## src/rtl/ssd_capture_if.sv

```systemverilog
// Bundles the multiplexed seven-segment bus and the recovered-frame results.
// The display side drives the segment/anode lines; the capture block drives the results.
interface ssd_capture_if;
   logic [6:0]  ssd_seg;
   logic [3:0]  ssd_ctl;
   logic [15:0] nums;
   logic        valid;
   logic        frame_done;
   logic        seg_err;
   logic        ctl_err;

   modport master (
      output ssd_seg, ssd_ctl,
      input  nums, valid, frame_done, seg_err, ctl_err
   );

   modport slave (
      input  ssd_seg, ssd_ctl,
      output nums, valid, frame_done, seg_err, ctl_err
   );
endinterface

```

## src/rtl/ssd_capture.sv

```systemverilog
// Rebuilds four BCD digits from an active-low multiplexed seven-segment scan.
// Each bus value is sampled once, after it has been stable for SETTLE_CYCLES edges.
module ssd_capture #(
   parameter int SETTLE_CYCLES = 16
) (
   input logic          clk,
   input logic          rst,
   ssd_capture_if.slave bus
);

   localparam logic [7:0] SETTLE_MAX  = 8'(SETTLE_CYCLES);
   localparam logic [7:0] SETTLE_LAST = 8'(SETTLE_CYCLES - 1);

   logic [6:0]  seg_q, seg_d;
   logic [3:0]  ctl_q, ctl_d;
   logic [7:0]  stable_cnt_q, stable_cnt_d;
   logic [15:0] shadow_q, shadow_d;
   logic [3:0]  seen_q, seen_d;
   logic [15:0] nums_q, nums_d;
   logic        valid_q, valid_d;
   logic        frame_done_q, frame_done_d;
   logic        seg_err_q, seg_err_d;
   logic        ctl_err_q, ctl_err_d;

   logic        changed;
   logic        sample;
   logic [3:0]  code;
   logic        code_ok;
   logic        one_hot;
   logic        blank;
   logic [1:0]  idx;
   logic [3:0]  seen_next;

   always_comb begin
      code    = 4'h0;
      code_ok = 1'b1;
      unique case (seg_q)
         7'b1000000: code = 4'h0;
         7'b1111001: code = 4'h1;
         7'b0100100: code = 4'h2;
         7'b0110000: code = 4'h3;
         7'b0011001: code = 4'h4;
         7'b0010010: code = 4'h5;
         7'b0000010: code = 4'h6;
         7'b1111000: code = 4'h7;
         7'b0000000: code = 4'h8;
         7'b0010000: code = 4'h9;
         7'b0111111: code = 4'hF;
         default:    code_ok = 1'b0;
      endcase
   end

   always_comb begin
      one_hot = 1'b1;
      blank   = 1'b0;
      idx     = 2'd0;
      unique case (ctl_q)
         4'b1110: idx = 2'd0;
         4'b1101: idx = 2'd1;
         4'b1011: idx = 2'd2;
         4'b0111: idx = 2'd3;
         4'b1111: begin
            one_hot = 1'b0;
            blank   = 1'b1;
         end
         default: one_hot = 1'b0;
      endcase
   end

   // A change seen by the input stage restarts the settle window; the sample
   // fires only on the count's step into SETTLE_MAX, so a held bus samples once.
   always_comb begin
      seg_d   = bus.ssd_seg;
      ctl_d   = bus.ssd_ctl;
      changed = (seg_d != seg_q) || (ctl_d != ctl_q);
      if (changed)
         stable_cnt_d = 8'd0;
      else if (stable_cnt_q == SETTLE_MAX)
         stable_cnt_d = stable_cnt_q;
      else
         stable_cnt_d = stable_cnt_q + 8'd1;
      sample = !changed && (stable_cnt_q == SETTLE_LAST);
   end

   always_comb begin
      shadow_d     = shadow_q;
      seen_d       = seen_q;
      nums_d       = nums_q;
      valid_d      = valid_q;
      frame_done_d = 1'b0;
      seg_err_d    = 1'b0;
      ctl_err_d    = 1'b0;
      seen_next    = seen_q | (4'b0001 << idx);
      if (sample && !blank) begin
         if (!one_hot) begin
            ctl_err_d = 1'b1;
         end else if (!code_ok) begin
            seg_err_d = 1'b1;
         end else begin
            shadow_d[{idx, 2'b00} +: 4] = code;
            // The completing digit goes straight into nums on this same edge.
            if (seen_next == 4'hF) begin
               nums_d       = shadow_d;
               valid_d      = 1'b1;
               frame_done_d = 1'b1;
               seen_d       = 4'h0;
            end else begin
               seen_d = seen_next;
            end
         end
      end
   end

   always_ff @(posedge clk) begin
      if (rst) begin
         seg_q        <= 7'h7F;
         ctl_q        <= 4'hF;
         stable_cnt_q <= 8'd0;
         shadow_q     <= 16'h0000;
         seen_q       <= 4'h0;
         nums_q       <= 16'h0000;
         valid_q      <= 1'b0;
         frame_done_q <= 1'b0;
         seg_err_q    <= 1'b0;
         ctl_err_q    <= 1'b0;
      end else begin
         seg_q        <= seg_d;
         ctl_q        <= ctl_d;
         stable_cnt_q <= stable_cnt_d;
         shadow_q     <= shadow_d;
         seen_q       <= seen_d;
         nums_q       <= nums_d;
         valid_q      <= valid_d;
         frame_done_q <= frame_done_d;
         seg_err_q    <= seg_err_d;
         ctl_err_q    <= ctl_err_d;
      end
   end

   assign bus.nums       = nums_q;
   assign bus.valid      = valid_q;
   assign bus.frame_done = frame_done_q;
   assign bus.seg_err    = seg_err_q;
   assign bus.ctl_err    = ctl_err_q;

endmodule

```

## src/flat_wrapper.sv

```systemverilog
// flat-port wrapper written by rule: the top's interface ports become plain ports
module ssd_capture_flat 
#(
   parameter int SETTLE_CYCLES = 16
)
  (clk, rst, bus_ssd_seg, bus_ssd_ctl, bus_nums, bus_valid, bus_frame_done, bus_seg_err, bus_ctl_err);
  ssd_capture_if bus_i ();
  input logic clk;
  input logic rst;
  input wire logic [$bits(bus_i.ssd_seg)-1:0] bus_ssd_seg;
  input wire logic [$bits(bus_i.ssd_ctl)-1:0] bus_ssd_ctl;
  output wire logic [$bits(bus_i.nums)-1:0] bus_nums;
  output wire logic [$bits(bus_i.valid)-1:0] bus_valid;
  output wire logic [$bits(bus_i.frame_done)-1:0] bus_frame_done;
  output wire logic [$bits(bus_i.seg_err)-1:0] bus_seg_err;
  output wire logic [$bits(bus_i.ctl_err)-1:0] bus_ctl_err;
  assign bus_i.ssd_seg = bus_ssd_seg;
  assign bus_i.ssd_ctl = bus_ssd_ctl;
  assign bus_nums = bus_i.nums;
  assign bus_valid = bus_i.valid;
  assign bus_frame_done = bus_i.frame_done;
  assign bus_seg_err = bus_i.seg_err;
  assign bus_ctl_err = bus_i.ctl_err;
  ssd_capture #(.SETTLE_CYCLES(SETTLE_CYCLES)) u_core (.clk(clk), .rst(rst), .bus(bus_i));
endmodule
```

## config.mk

```make
export PLATFORM = sky130hd
export DESIGN_NAME = ssd_capture_flat
export DESIGN_NICKNAME = d
export VERILOG_FILES = /design/src/rtl/ssd_capture_if.sv /design/src/rtl/ssd_capture.sv /design/src/flat_wrapper.sv
export SDC_FILE = /design/constraint.sdc
export NUM_CORES = 1
export LEC_CHECK = 0
export ABC_AREA = 1
export ABC_CLOCK_PERIOD_IN_PS = 6800
export BUFFER_PORTS_ARGS = -buffer_cell sky130_fd_sc_hd__clkbuf_2
export CAP_MARGIN = 20
export CORE_ASPECT_RATIO = 1.75
export CORE_MARGIN = 2
export CORE_UTILIZATION = 53
export DETAILED_ROUTE_END_ITERATION = 8
export HOLD_SLACK_MARGIN = 0.02
export PLACE_DENSITY = 0.8
export SLEW_MARGIN = 20
export SYNTH_ARGS = -nofsm -noshare
export SYNTH_HDL_FRONTEND = slang
export SYNTH_SLANG_ARGS = --single-unit
```

## constraint.sdc

```tcl
create_clock -name clk -period 6.8 [get_ports clk]
set_input_delay 1.02 -clock clk [delete_from_list [all_inputs] [get_ports clk]]
set_output_delay 1.02 -clock clk [all_outputs]
set_load 0.1 [all_outputs]
```

==> metrics.yaml, run 1 <==
global_route:
  grt_pass1_vias: 2732
  grt_pass1_wl_um: 10800
  grt-ovfl-total: 0
  track_usage: 0.218
  grt_max_degree: 45
  antenna_found_initial: 0
detailed_routing:
  routed_wl_um: 6430
  drt_iter0_markers: 121
  drc_errors: 0
  drtPass1Iterations: 4
  final_antenna_net_count: 0
  num_vias: 2923
  viasPerCell: 4.94
  wl_per_cell_um: 10.9
sta:
  hold_viol: 0
  fin_ws_ns: 4.13
  fin_crit_ns: 2.67
  fmax_mhz: 374
  finClkSkew_ns: 0.00685
  finalCritPeriodShare: 0.393
  setup_tns_ns: 0
  report.final.setup_viol: 0
  worst_pin_slew_ns: 0.883
  rsz0062_at_grt: "false"
  max_slew_margin: 0.410
  maxSlewViolCount: 0
  hold_ws_ns: 0.453
cells_and_area:
  diodes: 0
  final_cell_area_mm2: 0.00343
  multi_input_area_mm2: 0.00156
  drive_above_1_share: 0.112
  regArea_mm2: 0.00118
  syn2layout_area_growth_pct: 12.4
  nets: 533
  final_cells: 592
  fillers: 527
floorplanning:
  die_y_um: 104
  die_w_um: 61.3
  dieArea_mm2: 0.00640
  core_area_mm2: 0.00554
  fp-row-count: 36
  start_util: 0.550
  ios: 33
clock_tree:
  clock_latency_ns: 0.35
  clock-root-buffer: "clkbuf_8"
  cts.clk_slew.worst_paths_ns: 0.06
  tritoncts: "done"
  cts_made_buffers: 9
  clockBufferDepth: 2
  ctsResizeCount: 0
  ctsHoldBuffers: 0
  h-tree-depth: 3
  post_cts_buffers: 0
  clock-sinks: 59
worst_setup_path:
  worst-setup-path-type: "reg -> reg"
  r2r_cells: 11
  start_kind: "register"
  required_ns: 7.09
  startpoint: "u_core.ctl_q[3]"
  crit_end: "u_core.bus.nums[3]"
  r2r_start: "u_core.ctl_q[3]"
  crit_fanout: 19
  r2r_setup_slack_ns: 4.13
  cp-end-kind: "register"
  cp_data_arrival_time_ns: 2.96
  r2r_end: "u_core.bus.nums[3]"
synthesis:
  ys_warn_count: 0
  ys_seq_elements: 59
  synthCells: 477
  syn_area_mm2: 0.00305
  yosys.area.top_type: "dfxtp_1"
  netlist_top_cells_count: "176 x nand2_1, 63 x inv_1, 63 x nor2_1, 59 x dfxtp_1, 34 x nand3_1"
  syn_area_per_cell_um2: 6.39
  synth_cell_type_count: 29
  synth_enable_flop_cells: 0
  syn_nets: 499
  synth.area.top_cells: "dfxtp_1 39%, nand2_1 22%, inv_1 7.8%"
  yosysMostFrequentCell: "nand2_1"
  ys_seq_area_frac: 0.388
  synthFlopType: "dfxtp_1"
  synthDominantCellAreaShare: 0.388
  synthArstFlopShare: 0
placed_design:
  pre_cts_ws_ns: 3.78
  post-dp-hpwl_um: 4730
  dp.cells: 576
  gp_congestion: 0.890
  place_area_mm2: 0.00325
  portBuffers: 32
power:
  powerDensity_mw_per_mm2: 202
  vdd_drop_max_v: 0.000181
  p_leak_nw: 1.81
job:
  drv_cap: 0
status:
  status: "completed"
hold_path:
  worstHoldPathType: "reg -> reg"
[layout make-up]
| class | instances | share of cell area |
|---|---|---|
| multi-input combinational | 341 | 0.455 |
| sequential | 59 | 0.345 |
| inverter | 67 | 0.0734 |
| timing repair buffer | 33 | 0.0489 |
| clock buffer | 14 | 0.0475 |
| tap | 76 | 0.0277 |
| clock inverter | 2 | 0.00292 |
[sequential cells by signal (all words and copies together), names as in the netlist]
signal,cells
u_core.seg_q,7
u_core.bus.frame_done,1
u_core.seen_q,4
u_core.bus.nums,16
u_core.bus.seg_err,1
u_core.ctl_q,4
u_core.bus.valid,1
u_core.stable_cnt_q,8
u_core.shadow_q,16
u_core.bus.ctl_err,1
[metrics by stage]
| stage | util | power (mW) |
|---|---|---|
| after floorplan | - | 0.399 |
| after global placement | 0.587 | 0.413 |
| after detailed placement | 0.587 | 0.414 |
| after CTS | 0.619 | 0.693 |
| after global routing | 0.619 | 0.719 |
| final | 0.619 | 0.692 |
[critical path: stages (launching register included)]
cell and delay (ns):
dfxtp_1 0.40, inv_2 0.05, nand2_1 0.05, nand4_1 0.26, clkinv_1 0.32, ha_1 0.23
nor2_1 0.05, nor4_1 0.44, nand3_4 0.32, nor2_8 0.31, nand2_1 0.11, nand2_1 0.07
[cells by family (layout without fill, tap and decap cells)]
group	Yosys count	after routing	share of synthesized area
flip-flops	59	59	0.388
buffers and inverters	77	116	0.101
adder cells (fa/ha/maj)	9	9	0.0369
XOR/XNOR	2	2	0.00575
AND/OR/NAND/NOR	308	308	0.432
AO/OA/AOI/OAI	22	22	0.0365
[metal layers]
| metal | wire [µm] | vias to the layer above | part of all wire | global-route usage |
|---|---|---|---|---|
| li1 | - | 1545 | - | - |
| met1 | 2710 | 1304 | 0.42 | 0.228 |
| met2 | 3330 | 57 | 0.52 | 0.371 |
| met3 | 178 | 17 | 0.028 | 0.0348 |
| met4 | 216 | 0 | 0.034 | 0.154 |
| met5 | 0 | - | 0 | 0 |
[cell usage in the layout (no fill, tap or decap), types with 3 or more instances in the layout]
cell type / Yosys / routed
nand2_1: 176 / 176
inv_1: 63 / 63
nor2_1: 63 / 63
dfxtp_1: 59 / 59
nand3_1: 34 / 34
clkbuf_2: 0 / 32
nand4_1: 11 / 11
o21ai_0: 11 / 11
clkbuf_8: 0 / 11
a21oi_1: 10 / 10
ha_1: 9 / 9
nor3_1: 8 / 8
nor4_1: 3 / 3
clkbuf_1: 5 / 3
[worst min path at each step]
stage / from / slack [ns] / cells after the start / to
2_1_floorplan: u_core.seen_q[0] / 0.43 / 2 / u_core.seen_q[0]
3_3_place_gp: u_core.seen_q[3] / 0.44 / 2 / u_core.seen_q[3]
3_5_place_dp: u_core.seen_q[2] / 0.44 / 2 / u_core.seen_q[2]
4_1_cts: u_core.seen_q[2] / 0.45 / 2 / u_core.seen_q[2]
5_1_grt: u_core.seen_q[1] / 0.48 / 2 / u_core.seen_q[1]
6_report: u_core.seen_q[0] / 0.45 / 2 / u_core.seen_q[0]
[report_power, final]
part           internal [mW]  switching, mW
clock network          0.151          0.134
registers              0.349        0.00422
logic                 0.0156         0.0379
Note: power is estimated with default switching activity, not from simulation.
==> run 2: changes to the inputs <==
- ABC_AREA: 1 -> 0
- ABC_CLOCK_PERIOD_IN_PS: 6800 -> 2300
- CORE_UTILIZATION: 53 -> 52
- PLACE_DENSITY: 0.8 -> 0.82
- clock period: 6.8 -> 2.3 ns (I/O delays scaled with it)
==> metrics.yaml, run 2 <==
clock_tree:
  clock-sinks: 59  # unchanged
  cts_made_buffers: 9  # unchanged
  ctsHoldBuffers: 0  # unchanged
  clock_latency_ns: 0.35  # about the same
  clockBufferDepth: 2  # unchanged
  cts.clk_slew.worst_paths_ns: 0.07  # about the same
  h-tree-depth: 3  # unchanged
  tritoncts: "done"
  clock-root-buffer: "clkbuf_8"
global_route:
  grt_max_degree: 39  # -13%
  antenna_found_initial: 0  # unchanged
  track_usage: 0.239  # +0.0202
  grt-ovfl-total: 0  # unchanged
  grt_pass1_vias: 2469  # -9.6%
  grt_pass1_wl_um: 10900  # +0.89%
status:
  violations: "negative setup slack"
  status: "finished, violations left"
power:
  power.total_mw: 2.41  # +250%
  vdd_drop_max_v: 0.000683  # +280%
  powerDensity_mw_per_mm2: 647  # +220%
  p_leak_nw: 1.41  # -22%
sta:
  max_slew_margin: 0.616  # +0.205
  report.final.setup_viol: 1  # +1
  finalCritPeriodShare: 1.00  # +0.611
  fin_ws_ns: -0.0100  # -4.14 ns
  maxSlewViolCount: 0  # unchanged
  finClkSkew_ns: 0.0102  # +0.00336 ns
  fmax_mhz: 433  # +16%
  hold_viol: 0  # unchanged
  fin_crit_ns: 2.31  # -0.362 ns
  worst_pin_slew_ns: 0.574  # -0.309 ns
detailed_routing:
  viasPerCell: 5.82  # +18%
  drtPass1Iterations: 4  # unchanged
  drt_iter0_markers: 103  # -15%
  routed_wl_um: 7120  # +11%
  wl_per_cell_um: 16.3  # +50%
  drc_errors: 0  # unchanged
  final_antenna_net_count: 0  # unchanged
  num_vias: 2547  # -13%
placed_design:
  gp_congestion: 0.862  # -3.1%
  portBuffers: 32  # unchanged
  dp.cells: 409  # -29%
  post-dp-hpwl_um: 4490  # -5.1%
synthesis:
  yosysMostFrequentCell: "dfxtp_1"
  synthDominantCellAreaShare: 0.419  # +0.0311
  ys_seq_elements: 59  # unchanged
  synth.area.top_cells: "dfxtp_1 42%, nor2_1 6.0%, xor2_1 5.3%"
  ys_warn_count: 0  # unchanged
  synth_enable_flop_cells: 0  # unchanged
  netlist_top_cells_count: "59 x dfxtp_1, 45 x nor2_1, 27 x a21oi_1, 17 x xor2_1, 15 x or2_2"
  synthFlopType: "dfxtp_1"
  syn_area_mm2: 0.00282  # -7.4%
  ys_seq_area_frac: 0.419  # +0.0311
  synthCells: 316  # -34%
  synth_cell_type_count: 48  # +66%
  synthArstFlopShare: 0  # unchanged
  syn_nets: 338  # -32%
  yosys.area.top_type: "dfxtp_1"
  syn_area_per_cell_um2: 8.93  # +40%
job:
  drv_cap: 0  # unchanged
worst_setup_path:
  path_delay_family: "simple AND/OR/NAND/NOR gates"
  start_kind: "register"
  cp_data_arrival_time_ns: 2.57  # -0.39 ns
  cp_cell_sequence: "xor2_2 > nand3_2 > buf_4 > ha_2 > or4_4 > or2_4 > a311oi_2"
  required_ns: 2.56  # -4.53 ns
  cp-end-kind: "register"
  crit_fanout: 5  # -14
  path_buf_inv: 1  # -1
  cp_slowest_cell: "or4_4"
  cp_slowest_stage_delay_ns: 0.53  # +0.09 ns
  worst-setup-path-type: "reg -> reg"
cells_and_area:
  final_cell_mix: "56 x dfxtp_1, 44 x nor2_1, 33 x buf_4"
  final_core_util: 0.708  # +0.0898
  syn2layout_area_growth_pct: 31.9
  diodes: 0  # unchanged
  nets: 400  # -25%
  final_cells: 438  # -26%
  drive_above_1_share: 0.381  # +0.269
  final_common_cell: "dfxtp_1"
floorplanning:
  start_util: 0.537  # -0.0132
  core_area_mm2: 0.00526  # -5.1%
  die_y_um: 101  # -2.8%
  die_w_um: 59.7  # -2.7%
  ios: 33  # unchanged
  fp-row-count: 35  # -2.8%
  dieArea_mm2: 0.00605  # -5.4%
hold_path:
  worstHoldPathType: "in -> reg"
## run 2: cell types whose count changed after synthesis, sizes merged, moves of 9 or more
cell,delta
a211oi,+18
or2,+15
nand4,-11
nand2,-165
a21oi,+17
nand3,-28
o21ai,-9
xor2,+17
nor2,-22
inv,-53
## run 2: kinds of logic after synthesis
group	count (synthesis)	share of synthesized area
and+or+nand+nor	118	0.211
adders and majority gates	10	0.0435
xor gates and xnor gates	22	0.0683
buffers and inverters	32	0.0506
AOI/OAI and AO/OA	75	0.208
DFF	59	0.419
## run 2: path summary, 6_finish.rpt
path	from	end	slack, ns	cells past startpoint
setup / recovery	u_core.ctl_q[1]	u_core.bus.nums[13]	-0.01	7
hold / removal	bus_ssd_seg[4]	u_core.seg_q[4]	0.21	2
setup reg to reg	u_core.ctl_q[1]	u_core.bus.nums[13]	-0.01	7
hold reg to reg	u_core.shadow_q[14]	u_core.shadow_q[14]	0.47	1
## run 2: what timing repair did
action                                  in CTS  in global routing
cloned                                       2                  2
resized for setup                            8                 24
endpoints found under the setup margin       9                 35
buffers inserted                             1                  8
pin swaps                                    2                  6
## run 2: layout make-up
| cell class | instances | area [µm²] |
|---|---|---|
| inverters | 12 | 47.5 |
| clock inverters | 4 | 97.6 |
| multi-input cells | 225 | 1640 |
| repair buffers | 71 | 533 |
| fillers | 391 | 1530 |
| flip-flops and latches | 59 | 1190 |
| clock buffers | 12 | 145 |
| well taps | 55 | 68.8 |
## run 2: power by group
group	switching (mW)	internal, mW	leakage, nW
logic	0.119	0.0874	0.811
clock network	0.406	0.750	0.117
registers	0.0145	1.03	0.478
total	0.540	1.87	1.41
## run 2: per-layer routing
metal | GRT usage | vias to the layer above | wire [µm]
met5 | 0 | - | 0
met4 | 0.137 | 0 | 299
met3 | 0.0715 | 25 | 307
met2 | 0.421 | 83 | 3860
met1 | 0.238 | 1214 | 2650
li1 | - | 1225 | -
## run 2: through the flow
step | hold slack, ns | instance area [µm²] | setup slack [ns] | setup TNS (ns)
floorplan | 0.432 | 2860 | 0.00164 | 0
global placement | 0.447 | 3180 | -0.195 | -0.271
detailed placement | 0.448 | 3180 | -0.146 | -0.629
CTS | 0.194 | 3500 | 0.0108 | 0
global route | 0.200 | 3720 | -0.107 | -0.846
finish | 0.209 | 3720 | -0.0100 | -0.0100
==> run 3: changes to the inputs <==
--- a/config.mk
+++ b/config.mk
@@ -8,5 +8,5 @@
 export ABC_AREA = 0
 export ABC_CLOCK_PERIOD_IN_PS = 2300
-export BUFFER_PORTS_ARGS = -buffer_cell sky130_fd_sc_hd__clkbuf_2
+export BUFFER_PORTS_ARGS = -buffer_cell sky130_fd_sc_hd__buf_2
 export CAP_MARGIN = 20
 export CORE_ASPECT_RATIO = 1.75
==> constraint.sdc (replaced) <==
create_clock -name clk -period 2.3 [get_ports clk]
set_input_delay 0.115 -clock clk [delete_from_list [all_inputs] [get_ports clk]]
set_output_delay 0.115 -clock clk [all_outputs]
set_load 0.1 [all_outputs]
==> metrics.yaml, run 3 (same netlist as run 2, synthesis figures left out) <==
hold_path:
  whs_endpoint: "u_core.bus.valid"
  worstHoldStart: "rst"
  worstHoldPathType: "in -> reg"
  hold-path-cell-count: 2  # unchanged
clock_tree:
  clock-sinks: 59  # unchanged
  clock-root-buffer: "clkbuf_8"
  cts.clk_slew.worst_paths_ns: 0.06  # about the same
  tritoncts: "done"
  h-tree-depth: 3  # unchanged
  cts_made_buffers: 9  # unchanged
  clock_latency_ns: 0.35  # about the same
  clockBufferDepth: 2  # unchanged
worst_setup_path:
  path_delay_family: "compound AO/OA/AOI/OAI gates"
  required_ns: 2.57  # about the same
  cp_cell_sequence: "buf_4 > nor3b_1 > o2111a_1 > a211oi_4 > a2111oi_4 > buf_4 > buf_12 > buf_6 > nor2_1 > a211oi_2"
  path_depth: 10  # +3
  crit_fanout: 8  # +3
  r2r_end: "u_core.bus.nums[12]"
  path_buf_inv: 4  # +3
  cp_slowest_stage_delay_ns: 0.40  # -0.13 ns
  worst-setup-path-type: "reg -> reg"
  r2r_start: "u_core.seg_q[1]"
  r2r_setup_slack_ns: -0.04  # -0.03 ns
  cp-end-kind: "register"
  r2r_cells: 10  # +3
  start_kind: "register"
  crit_path_frequent_cell: "buf_4"
  cp_slowest_cell: "dfxtp_2"
  cp_data_arrival_time_ns: 2.61  # +0.04 ns
detailed_routing:
  drtPass1Iterations: 5  # +1
  drt_iter0_markers: 113  # +9.7%
  wl_per_cell_um: 15.6  # -4.3%
  num_vias: 2595  # +1.9%
  final_antenna_net_count: 0  # unchanged
  routed_wl_um: 7000  # -1.7%
  viasPerCell: 5.77  # -0.83%
  drc_errors: 0  # unchanged
cells_and_area:
  nets: 413  # +3.3%
  drive_above_1_share: 0.380  # -0.00145
  final_cells: 450  # +2.7%
  diodes: 0  # unchanged
  syn2layout_area_growth_pct: 34.1
  final_common_cell: "dfxtp_1"
  final_cell_mix: "52 x dfxtp_1, 44 x nor2_1, 34 x buf_4"
status:
  status: "finished, violations left"
  violations: "negative setup slack"
sta:
  rsz0062_at_grt: "true"
  maxSlewViolCount: 0  # unchanged
  setup_tns_ns: -0.190  # -0.180 ns
  max_slew_margin: 0.628  # +0.0119
  fin_ws_ns: -0.0447  # -0.0346 ns
  worst_pin_slew_ns: 0.556  # -0.0177 ns
  report.final.setup_viol: 9  # +8
  fmax_mhz: 427  # -1.5%
  finClkSkew_ns: 0.00712  # -0.00309 ns
  hold_viol: 0  # unchanged
  fin_crit_ns: 2.34  # +0.0346 ns
  finalCritPeriodShare: 1.02  # +0.0150
placed_design:
  portBuffers: 32  # unchanged
  post-dp-hpwl_um: 4290  # -4.4%
  gp_congestion: 0.867  # +0.59%
  dp.cells: 409  # unchanged
power:
  seqPwrFrac: 0.490  # +0.056
  vdd_drop_max_v: 0.000432  # -37%
  powerDensity_mw_per_mm2: 566  # -13%
  switching_share: 0.250  # +0.0255
  power.share.combinational: 0.106  # +0.020
  cell_internal_pwr_mw: 1.61  # -14%
  p_leak_nw: 1.45  # +3.4%
  switchingPower_mw: 0.534  # -1.0%
  clock_power_share: 0.403  # -0.077
global_route:
  grt_pass1_wl_um: 10100  # -7.0%
  grt-ovfl-total: 0  # unchanged
  antenna_found_initial: 0  # unchanged
  grt_pass1_vias: 2309  # -6.5%
  track_usage: 0.219  # -0.0193
  grt_max_degree: 32  # -18%
floorplanning:
  die_y_um: 101  # unchanged
  ios: 33  # unchanged
  die_w_um: 59.7  # unchanged
  fp-row-count: 35  # unchanged
  start_util: 0.537  # unchanged
  core_area_mm2: 0.00526  # unchanged
  dieArea_mm2: 0.00605  # unchanged
job:
  drv_cap: 0  # unchanged
==> run 3: cell count changes in the layout (fill, tap and decap cells not counted), moves of 3 or more <==
cell           change
dlygate4sd3_1     +11
dfxtp_1            -4
bufinv_16          -3
clkbuf_2          -32
buf_2             +32
ha_4               +4
dfxtp_2            +5
ha_1               -3
==> run 3: power by group through the flow <==
stage / Sequential [mW] / Combinational, mW / Clock, mW
final: 1.05 / 0.228 / 0.864
after global routing: 1.05 / 0.245 / 0.918
after CTS: 1.05 / 0.178 / 0.871
after detailed placement: 1.07 / 0.163 / 0
after global placement: 1.07 / 0.160 / 0
after floorplan: 1.06 / 0.122 / 0
==> run 3: stage by stage <==
stage | hold slack (ns) | util | setup slack, ns | area (µm²) | power [mW]
after floorplan | 0.222 | - | 0.00164 | 2860 | 1.18
after global placement | 0.328 | 0.605 | -0.169 | 3180 | 1.23
after detailed placement | 0.331 | 0.605 | -0.186 | 3180 | 1.23
after CTS | 0.205 | 0.663 | 0.00552 | 3480 | 2.10
after global routing | 0.275 | 0.720 | -0.131 | 3780 | 2.21
final | 0.229 | 0.720 | -0.0447 | 3780 | 2.14
==> run 3: cell type report <==
type | instances | area (µm²)
clock inverters | 2 | 10.0
clock buffers | 13 | 169
inverters | 12 | 50.0
well taps | 55 | 68.8
flip-flops and latches | 59 | 1190
fillers | 354 | 1470
repair buffers | 84 | 641
multi-input cells | 225 | 1650
==> run 3: what timing repair did <==
action | in CTS | in global routing
cloned | 0 | 3
pin swaps | 2 | 15
hold buffers | 11 | 0
resized for setup | 4 | 36
hold endpoints to repair | 11 | 0
setup buffers | 1 | 11
endpoints found under the setup margin | 23 | 34
==> run 3: how the worst max path moves through the flow <==
stage	start	slack, ns	endpoint
6_report	u_core.seg_q[1]	-0.04	u_core.bus.nums[12]
2_1_floorplan	u_core.ctl_q[3]	0.002	u_core.bus.nums[13]
3_3_place_gp	u_core.seg_q[2]	-0.17	u_core.bus.ctl_err
3_5_place_dp	u_core.seg_q[2]	-0.19	u_core.bus.ctl_err
5_1_grt	u_core.ctl_q[3]	-0.13	u_core.bus.nums[5]
4_1_cts	u_core.seg_q[1]	0.006	u_core.shadow_q[2]
==> run 3: layer usage <==
metal / up-vias / global-route usage / part of all wire
met3: 16 / 0.0562 / 0.041
li1: 1256 / - / -
met4: 0 / 0.116 / 0.027
met1: 1243 / 0.240 / 0.39
met5: - / 0 / 0
met2: 80 / 0.375 / 0.54
